## src/rtl/ti_affine_pipe.sv

```systemverilog
// rtl/ti_affine_pipe.sv - shared nibble-wise affine layer with elastic valid/ready register pipeline
module ti_affine_pipe #(
  parameter int NSHARES = 3,
  parameter int NIBBLES = 16,
  parameter int STAGES  = 1
) (
  input  logic                         clk,
  input  logic                         rst_n,
  input  logic                         in_valid,
  output logic                         in_ready,
  input  logic [1:0]                   in_mode,
  input  logic [NSHARES*NIBBLES*4-1:0] in_data,
  output logic                         out_valid,
  input  logic                         out_ready,
  output logic [NSHARES*NIBBLES*4-1:0] out_data,
  output logic                         busy
);

  localparam int         SW    = NIBBLES * 4;
  localparam int         W     = NSHARES * SW;
  localparam logic [3:0] AFF_C = 4'hE;

  // Mapped beat entering stage 0 and the upstream view of every stage
  logic [W-1:0]      w_mapped;
  logic [STAGES-1:0] w_up_v;
  logic [W-1:0]      w_up_d [STAGES];

  // Ready chain
  logic [STAGES-1:0] w_adv;
  logic [STAGES-1:0] w_load;
  logic              w_full_above;

  // Stage state
  logic [STAGES-1:0] r_v;
  logic [W-1:0]      r_data [STAGES];

  // Linear part of the map; identical for every share so the sharing stays correct
  function automatic logic [3:0] f_lin(input logic [3:0] i);
    f_lin = {i[3] ^ i[2] ^ i[1],
             i[3] ^ i[2] ^ i[0],
             i[3] ^ i[2] ^ i[1] ^ i[0],
             i[2] ^ i[0]};
  endfunction

  // Per-nibble map; the affine constant is injected only where add_c is set (share 0)
  function automatic logic [3:0] f_map(input logic [3:0] i, input logic [1:0] mode, input logic add_c);
    case (mode)
      2'd1:    f_map = f_lin(i) ^ (add_c ? AFF_C : 4'h0);
      2'd2:    f_map = f_lin(i);
      default: f_map = i;
    endcase
  endfunction

  // Combinational map of every nibble of every share, registered into stage 0
  always_comb begin
    w_mapped = '0;
    for (int s = 0; s < NSHARES; s++) begin
      for (int n = 0; n < NIBBLES; n++) begin
        w_mapped[s*SW + n*4 +: 4] = f_map(in_data[s*SW + n*4 +: 4], in_mode, (s == 0));
      end
    end
  end

  // Upstream valid/data for each stage: the input beat for stage 0, the previous stage otherwise
  always_comb begin
    w_up_v    = '0;
    w_up_v[0] = in_valid;
    w_up_d[0] = w_mapped;
    for (int k = 1; k < STAGES; k++) begin
      w_up_v[k] = r_v[k-1];
      w_up_d[k] = r_data[k-1];
    end
  end

  // Backward ready chain: a stage advances when any later stage is empty or the sink accepts
  always_comb begin
    w_full_above = 1'b1;
    w_adv        = '0;
    w_load       = '0;
    for (int k = STAGES - 1; k >= 0; k--) begin
      w_adv[k]     = out_ready | ~w_full_above;
      w_load[k]    = ~r_v[k] | w_adv[k];
      w_full_above = w_full_above & r_v[k];
    end
  end

  // Stage registers: data captured only under a valid upstream beat so stalled shares never toggle
  always_ff @(posedge clk or negedge rst_n) begin
    if (!rst_n) begin
      r_v <= '0;
      for (int k = 0; k < STAGES; k++) begin
        r_data[k] <= '0;
      end
    end else begin
      for (int k = 0; k < STAGES; k++) begin
        if (w_load[k]) begin
          r_v[k] <= w_up_v[k];
          if (w_up_v[k]) begin
            r_data[k] <= w_up_d[k];
          end
        end
      end
    end
  end

  assign in_ready  = w_load[0];
  assign out_valid = r_v[STAGES-1];
  assign out_data  = r_data[STAGES-1];
  assign busy      = |r_v;

endmodule

```

## config.mk

```make
export PLATFORM = sky130hd
export DESIGN_NAME = ti_affine_pipe
export DESIGN_NICKNAME = d
export VERILOG_FILES = /design/src/rtl/ti_affine_pipe.sv
export SDC_FILE = /design/constraint.sdc
export NUM_CORES = 1
export LEC_CHECK = 0
export ABC_AREA = 1
export CORE_MARGIN = 2
export CORE_UTILIZATION = 37
export DETAILED_ROUTE_END_ITERATION = 10
export HOLD_SLACK_MARGIN = 0.08
export PLACE_DENSITY = 0.75
export SLEW_MARGIN = 40
export SYNTH_ARGS = -nofsm -noshare
export SYNTH_HDL_FRONTEND = slang
export SYNTH_SLANG_ARGS = --single-unit
```

## constraint.sdc

```tcl
create_clock -name clk -period 1.6 [get_ports clk]
set_clock_uncertainty 0.1 [all_clocks]
set_input_delay 0.24 -clock clk [delete_from_list [all_inputs] [get_ports clk]]
set_output_delay 0.24 -clock clk [all_outputs]
set_load 0.01 [all_outputs]
```

Word-level counts from Yosys, hierarchy flattened
Cells that the tools add are included.
- memory bits (writable): 0
- word-level logic and storage cells: 312
- memories kept: 0
- register bits after elaboration: 193
- latch bits: 0
- bits in read-only memories: 0
- input bits: 198
- equality and inequality tests: 2
- divide/modulo/power cells: 0
- add/sub/neg operators: 0
- muxes and demuxes: 48
- magnitude comparators: 0
- shift operators: 0
- reductions and logical operators: 2
- bitwise logic cells: 258
- multiply operators: 0
- operators by type and width (cell ; number):
    $xor 1x1->1 ; 240
    $mux 4 ; 32
    $pmux 4 s2 ; 16
    $not 3->3 ; 16
    $eq 2x1->1 const B ; 1
    $eq 2x2->1 const B ; 1
    $reduce_and 2->1 ; 1
    $reduce_or 2->1 ; 1
    $not 1->1 ; 1
    $or 1x1->1 ; 1

Longest topological paths before layout
Gate-level depths: netlist (run 1).
- depth in word-level cells: 5
- depth in mapped cells: 10
- depth with buffers taken out: 10

Worst setup path after synthesis (run 1)
Ideal clock, no wire load.
- kind: in2reg
- start point: input in_mode[0]
- end point: register r_data (netlist bit out_data[19])
- stages on the path: 10
- slack: 0.010 ns
- setup time: 0.124 ns
- buffers on the path: 4
- arrival time: 1.366 ns
- required time: 1.376 ns
- cell sequence: inv_1 ha_1 buf_6 inv_4 buf_6 buf_6 buf_2 nand3_1 o211ai_1 nand2_1
- cells in the longest elaborated chain, start to end: 2
- elaborated cells on any way between the ends: 3
- those cells by class: eq/ne: 2; mux: 1
- ends and longest elaborated chain (what ; line ; RTL):
    from (decl) ; 11 ; input logic [1:0] in_mode,
    $eq 2x2->1 / $eq 2x1->1 (equally long branches) ; 47 ; case (mode)
    $pmux 4 s2 (*) ; 47 ;
    to (signal, indexed assignment) ; 99 ; r_data[k] <= w_up_d[k];
    to (decl) ; 35 ; logic [W-1:0] r_data [STAGES];
Every way passes the cells marked *; elsewhere a longest branch is shown, timed or not.
A chain may end at the register's enable or synchronous reset.

Worst setup path after layout (run 1)
- start point: register r_data (netlist bit out_data[64])
- end point: output out_data[64]
- RTL lines (what ; line ; RTL):
    to (decl) ; 15 ; output logic [NSHARES*NIBBLES*4-1:0] out_data,
No word-level cell between the ends.

==> results of run 1 <==
==> per-stage QoR <==
stage          hold WS [ns]  worst slack, ns  std cells
2_1_floorplan        -0.156           0.0105       1696
3_3_place_gp          0.154           -0.477       2585
3_5_place_dp          0.155           -0.517       2585
4_1_cts               0.229          -0.0273       2619
5_1_grt               0.259           0.0268       2624
6_report              0.244           0.0634       2624
==> how the worst min path moves through the flow <==
stage	from	endpoint	slack, ns	cells after the start
final	rst_n	out_data[37]	0.24	2
after global routing	rst_n	out_data[51]	0.26	2
after CTS	rst_n	out_data[49]	0.23	2
after detailed placement	rst_n	out_data[37]	0.15	1
after global placement	rst_n	out_data[37]	0.15	1
after floorplan	rst_n	busy	-0.16	0
==> placed cells by master (no fill, tap or decap), types with 20 or more instances in the layout <==
cell type        synthesis  layout
a21oi_1                176     175
buf_12                   0      22
buf_4                   13     110
clkbuf_16                0      20
clkdlybuf4s50_1          0     194
dfrtp_1                193     193
dlygate4sd2_1            0     192
inv_1                  149     148
nand2_1                515     515
nand3_1                221     221
nand3b_1                31      31
nor2_1                  82      82
o21ai_0                 56      52
o21ai_1                 30      34
xor2_1                 115     115
==> cell families after synthesis <==
kind of cell,synth area share (%)
AND/OR/NAND/NOR,30.4
AO/OA/AOI/OAI,12.6
buffers and inverters,8.71
flip-flops,39.7
XOR/XNOR,8.36
adder cells (fa/ha/maj),0.206
==> metal layers <==
| metal | part of all wire (%) | vias up | wire (um) |
|---|---|---|---|
| li1 | - | 6457 | - |
| met4 | 4.2 | 0 | 1800 |
| met2 | 48 | 572 | 20800 |
| met5 | 0 | - | 0 |
| met3 | 7.3 | 120 | 3130 |
| met1 | 40 | 6325 | 17200 |
==> power groups by stage <==
stage	combinational, uW	clock, uW	sequential [uW]
6_report	5990	4500	6330
5_1_grt	6560	4750	6440
2_1_floorplan	2330	0	6790
3_3_place_gp	6370	0	6440
3_5_place_dp	6500	0	6440
4_1_cts	5890	4560	6330
==> state kept, by name, summed over array words and instances, names as in the netlist <==
signal	cells
busy	1
out_data	192
==> repair_timing <==
item | CTS | global route
endpoints found under the hold margin | 164 | 0
hold buffers | 1 | 0
gates cloned | 0 | 3
endpoints found under the setup margin | 204 | 121
gates resized for setup | 199 | 21
pin swaps | 0 | 2
setup buffers | 1 | 2
==> area by class of cell <==
class | instances | share of cell area [%]
Clock buffer | 17 | 2.36
Clock inverter | 15 | 0.907
Inverter | 152 | 3.26
Multi-Input combinational cell | 1270 | 34.9
Sequential cell | 193 | 26.7
Tap cell | 442 | 3.06
Timing Repair Buffer | 535 | 28.8
==> out/results.ini, run 1 <==
[run_status]
status = complete, no violations

[power_and_ir_drop]
seqPwrFrac_pct = 37.6
internal_power_uw = 10800
switchingPower_uw = 6020
peakVddDrop_v = 0.000697
p_leak_uw = 0.00909
power_density_nw_per_um2 = 931
p_clk_share_pct = 26.7
switching_share_pct = 35.8
pwr-share-comb_pct = 35.6
power_uw = 16800

[sta]
rsz0062_at_grt = no
fmax_ghz = 0.651
tns_ns = 0
worst_pin_slew_ns = 0.511
period_needed_ns = 1.54
setup_viol = 0
hold_viol_final = 0
slew_headroom_pct = 65.9
drv_slew = 0
fin_crit_sh_pct = 96.0

[critical_path]
cp_top_family = flip-flops
critPathLaunchType = register
r2r-end = out_data[52]
setup.worst_path.end_class = output pin
endpoint = out_data[64]
critPathSlowestCell = dfrtp_1
max_stage_delay_ns = 0.41
worstPathCellList = dlygate4sd2_1
r2r.worst_path.cells = 6
cp-startpoint = out_data[64]
cp_max_fo = 2
arrival_ns = 1.20
worstSetupPathType = register to output pin
regToRegSetupSlack_ns = 0.14
cp.required_ns = 1.26
path_buf_inv = 1
cp_num_cells = 1
reg2reg_from = busy

[clock_network]
h-tree-depth = 4
cts.sinks = 193
clkTransAtPathRegs_ns = 0.09
root_buffer = clkbuf_16
cts-buffers-inserted = 17
cts_tree = yes
clk_latency_ns = 0.44
cts_buffer_depth = 2

[grt]
grtUsageMet1_pct = 28.6
first_global_vias = 13100
grt_pass1_wl_um = 65500
grt-busiest-layer = met2
grt.overflow.total = 0
met3_usage_pct = 4.90
use_met2_pct = 40.4
grt_start_max_net_pins = 52
track_usage_pct = 23.8
antenna_found_initial = 0

[cells_and_area]
drive_above_1_share_pct = 9.07
areaGrowthSynthToFinish_pct = 48.6
stdcell_area_um2 = 18100
fillers = 3018
register_area_um2 = 4830
final_nets = 2369
utilization_pct = 55.7
multi_input_area_um2 = 6300
diodes = 0

[synthesis]
yosysWarnings = 0
avgSynthCellArea_um2 = 7.17
synthArstFlopShare_pct = 100
synth_cells = 1696
netlist_area_um2 = 12200
synth_cell_types = 23
synthTopCellsByArea = dfrtp_1, nand2_1, nand3_1
synth_edf_count = 0
seq_area_frac_synth_pct = 39.7
synth_top_cell_by_area = dfrtp_1
synth_ff_type = dfrtp_1
synth_nets = 1896
synth_top_area_share_pct = 39.7
synth.most_common_cell = nand2_1
yosys-top-cells-count = nand2_1, nand3_1, dfrtp_1
ys_seq_elements = 193

[placement]
port_buffers = 392
gp_congestion = 0.926
placed_area_um2 = 17500
hpwl_um = 31300

[floorplan]
placementRows = 66
ioPinCount = 393
core_um2 = 32500
start_util_pct = 37.5
die_w_um = 185
die-height_um = 185
die_area_um2 = 34300

[flow_run]
maxCapViolations = 0

[drt]
avgViaCountPerCell = 5.13
ant_nets = 0
dr.pass1.iters = 8
drtIter0Drc = 780
drc = 0
wl_per_cell_um = 16.4
routed_wl_um = 42900
vias = 13500

[min_path]
hold_path_class = primary input to async pin

Note: power is estimated with default switching activity, not from simulation.
==> inputs of run 2 (changes only) <==
- CORE_MARGIN: 2 -> not set
- CTS_BUF_LIST: not set -> sky130_fd_sc_hd__clkbuf_4 sky130_fd_sc_hd__clkbuf_8 sky130_fd_sc_hd__clkbuf_16
==> run 2 against run 1 <==
Against the previous run:
- non-clock buffer count shrank 6
- via count shrank 0.54%
- maximum frequency grew 1.0%
- final area shrank 0.85%
- sequential power is essentially flat
- critical path type unchanged
- largest cell class unchanged
==> out/results.ini, run 2 (synthesis results as in run 1) <==
[power_and_ir_drop]
p_leak_uw = 0.00900  ; -0.95%
internal_power_uw = 10900  ; +1.1%
pwr-share-comb_pct = 35.1  ; -0.5 points
seqPwrFrac_pct = 37.7  ; about the same
p_clk_share_pct = 27.3  ; +0.6 points
switching_share_pct = 35.1  ; -0.72 points
power_uw = 16800  ; about the same
switchingPower_uw = 5900  ; -2.0%
power_density_nw_per_um2 = 939  ; +0.86%
peakVddDrop_v = 0.000708  ; +1.6%

[floorplan]
die-height_um = 183  ; -1.1%
start_util_pct = 37.5  ; unchanged
die_w_um = 183  ; -1.1%
core_um2 = 32500  ; unchanged
ioPinCount = 393  ; unchanged
placementRows = 66  ; unchanged
die_area_um2 = 33600  ; -2.1%

[cells_and_area]
fin_cells = 2620  ; -0.15%
layout_commonest_cell = nand2_1
final_nets = 2364  ; -0.21%
largest_register_ffs = 192  ; unchanged
areaGrowthSynthToFinish_pct = 47.3
drive_above_1_share_pct = 8.77  ; -0.30 points
final_cell_mix = nand2_1, nand3_1, clkdlybuf4s50_1, dlygate4sd2_1, dfrtp_1

[clock_network]
clk_latency_ns = 0.44  ; about the same
cts_buffer_depth = 2  ; unchanged
cts-buffers-inserted = 17  ; unchanged
h-tree-depth = 4  ; unchanged
cts.sinks = 193  ; unchanged
cts_tree = yes
clkTransAtPathRegs_ns = 0.08  ; about the same
root_buffer = clkbuf_16

[grt]
grt_start_max_net_pins = 62  ; +19%
grt.overflow.total = 0  ; unchanged
grt_pass1_wl_um = 67000  ; +2.2%
first_global_vias = 13200  ; +1.3%
track_usage_pct = 24.9  ; +1.1 points
antenna_found_initial = 1  ; +1

[drt]
avgViaCountPerCell = 5.11  ; -0.39%
ant_nets = 0  ; unchanged
vias = 13400  ; -0.54%
dr.pass1.iters = 5  ; -3
routed_wl_um = 42200  ; -1.8%
wl_per_cell_um = 16.1  ; -1.6%
drc = 0  ; unchanged
drtIter0Drc = 912  ; +17%

[sta]
drv_slew = 0  ; unchanged
hold_viol_final = 0  ; unchanged
fmax_ghz = 0.658  ; +1.0%
worst_pin_slew_ns = 0.556  ; +0.0446 ns
rsz0062_at_grt = no
period_needed_ns = 1.52  ; -0.0159 ns
tns_ns = 0  ; unchanged
setup_viol = 0  ; unchanged
slew_headroom_pct = 63.0  ; -3.0 points
fin_crit_sh_pct = 95.0  ; -1.0 points

[critical_path]
critPathLaunchType = register
cp_top_family = flip-flops
cp_max_fo = 2  ; unchanged
max_stage_delay_ns = 0.42  ; about the same
worstPathCellList = dlygate4sd2_1
regToRegSetupSlack_ns = 0.15  ; about the same
path_buf_inv = 1  ; unchanged
reg2reg_from = busy
setup.worst_path.end_class = output pin
cp.required_ns = 1.26  ; about the same
r2r-end = out_data[25]
r2r.worst_path.cells = 7  ; +1
worstSetupPathType = register to output pin
critPathSlowestCell = dfrtp_1
arrival_ns = 1.18  ; -0.02 ns

[placement]
port_buffers = 392  ; unchanged
dp.cells = 2582  ; -0.12%
hpwl_um = 30900  ; -1.3%
gp_congestion = 0.904  ; -2.4%

[flow_run]
maxCapViolations = 0  ; unchanged

[min_path]
hold_path_class = primary input to async pin

[run_status]
status = complete, no violations

-- run 2: worst max-delay path by stage --
stage | slack, ns | startpoint | cells after the start | to
CTS | -0.04 | busy | 2 | in_ready
global placement | -0.51 | in_mode[0] | 8 | out_data[77]
finish | 0.08 | out_data[132] | 1 | out_data[132]
detailed placement | -0.57 | in_mode[0] | 8 | out_data[77]
global route | 0.02 | out_data[64] | 1 | out_data[64]
floorplan | 0.01 | in_mode[0] | 10 | out_data[19]
-- run 2: timing repair --
| action | CTS | global route |
|---|---|---|
| hold buffers | 1 | 0 |
| setup buffers | 2 | 0 |
| gates resized for setup | 208 | 5 |
| endpoints found under the setup margin | 246 | 89 |
| pin swaps | 2 | 1 |
| hold endpoints to repair | 80 | 0 |
| cloned | 2 | 0 |
-- run 2: through the flow --
step / utilization [%] / area, um2 / setup WS, ns / hold WS, ns
2_1_floorplan: - / 12200 / 0.0105 / -0.156
3_3_place_gp: 53.8 / 17400 / -0.512 / 0.148
3_5_place_dp: 53.8 / 17400 / -0.573 / 0.153
4_1_cts: 55.2 / 17900 / -0.0356 / 0.237
5_1_grt: 55.2 / 17900 / 0.0166 / 0.248
6_report: 55.2 / 17900 / 0.0794 / 0.192
-- run 2: final cells by class --
type	count	area, um2
antenna	1	2.50
clock buffer	20	448
clock inverter	12	150
fill	3001	14500
inverter	152	588
multi-input combinational	1270	6300
sequential	193	4830
tap	442	553
timing repair buffer	529	5030
timing repair inverter	1	8.76
-- run 2: worst register-to-register path, cell delays in order, from the launching register on --
cell	delay [ns]
dfrtp_2	0.44
nand2_4	0.10
nand2_8	0.08
buf_4	0.16
buf_12	0.16
a21oi_1	0.17
nand2_1	0.09
nand2_1	0.07
-- run 2: power groups by stage --
stage / combinational (uW) / sequential, uW / clock [uW]
final: 5900 / 6330 / 4590
after global routing: 6460 / 6440 / 4880
after CTS: 5910 / 6330 / 4690
after detailed placement: 6460 / 6440 / 0
after global placement: 6320 / 6440 / 0
after floorplan: 2330 / 6790 / 0
-- run 2: metal layers --
metal / GRT usage [%] / wire [um] / up-vias / share of wire, %
met5: 0 / 0 / - / 0
met4: 13.3 / 1880 / 0 / 4.5
met3: 4.61 / 2600 / 117 / 6.2
met2: 41.5 / 20100 / 557 / 48
met1: 30.6 / 17600 / 6290 / 42
li1: - / - / 6437 / -
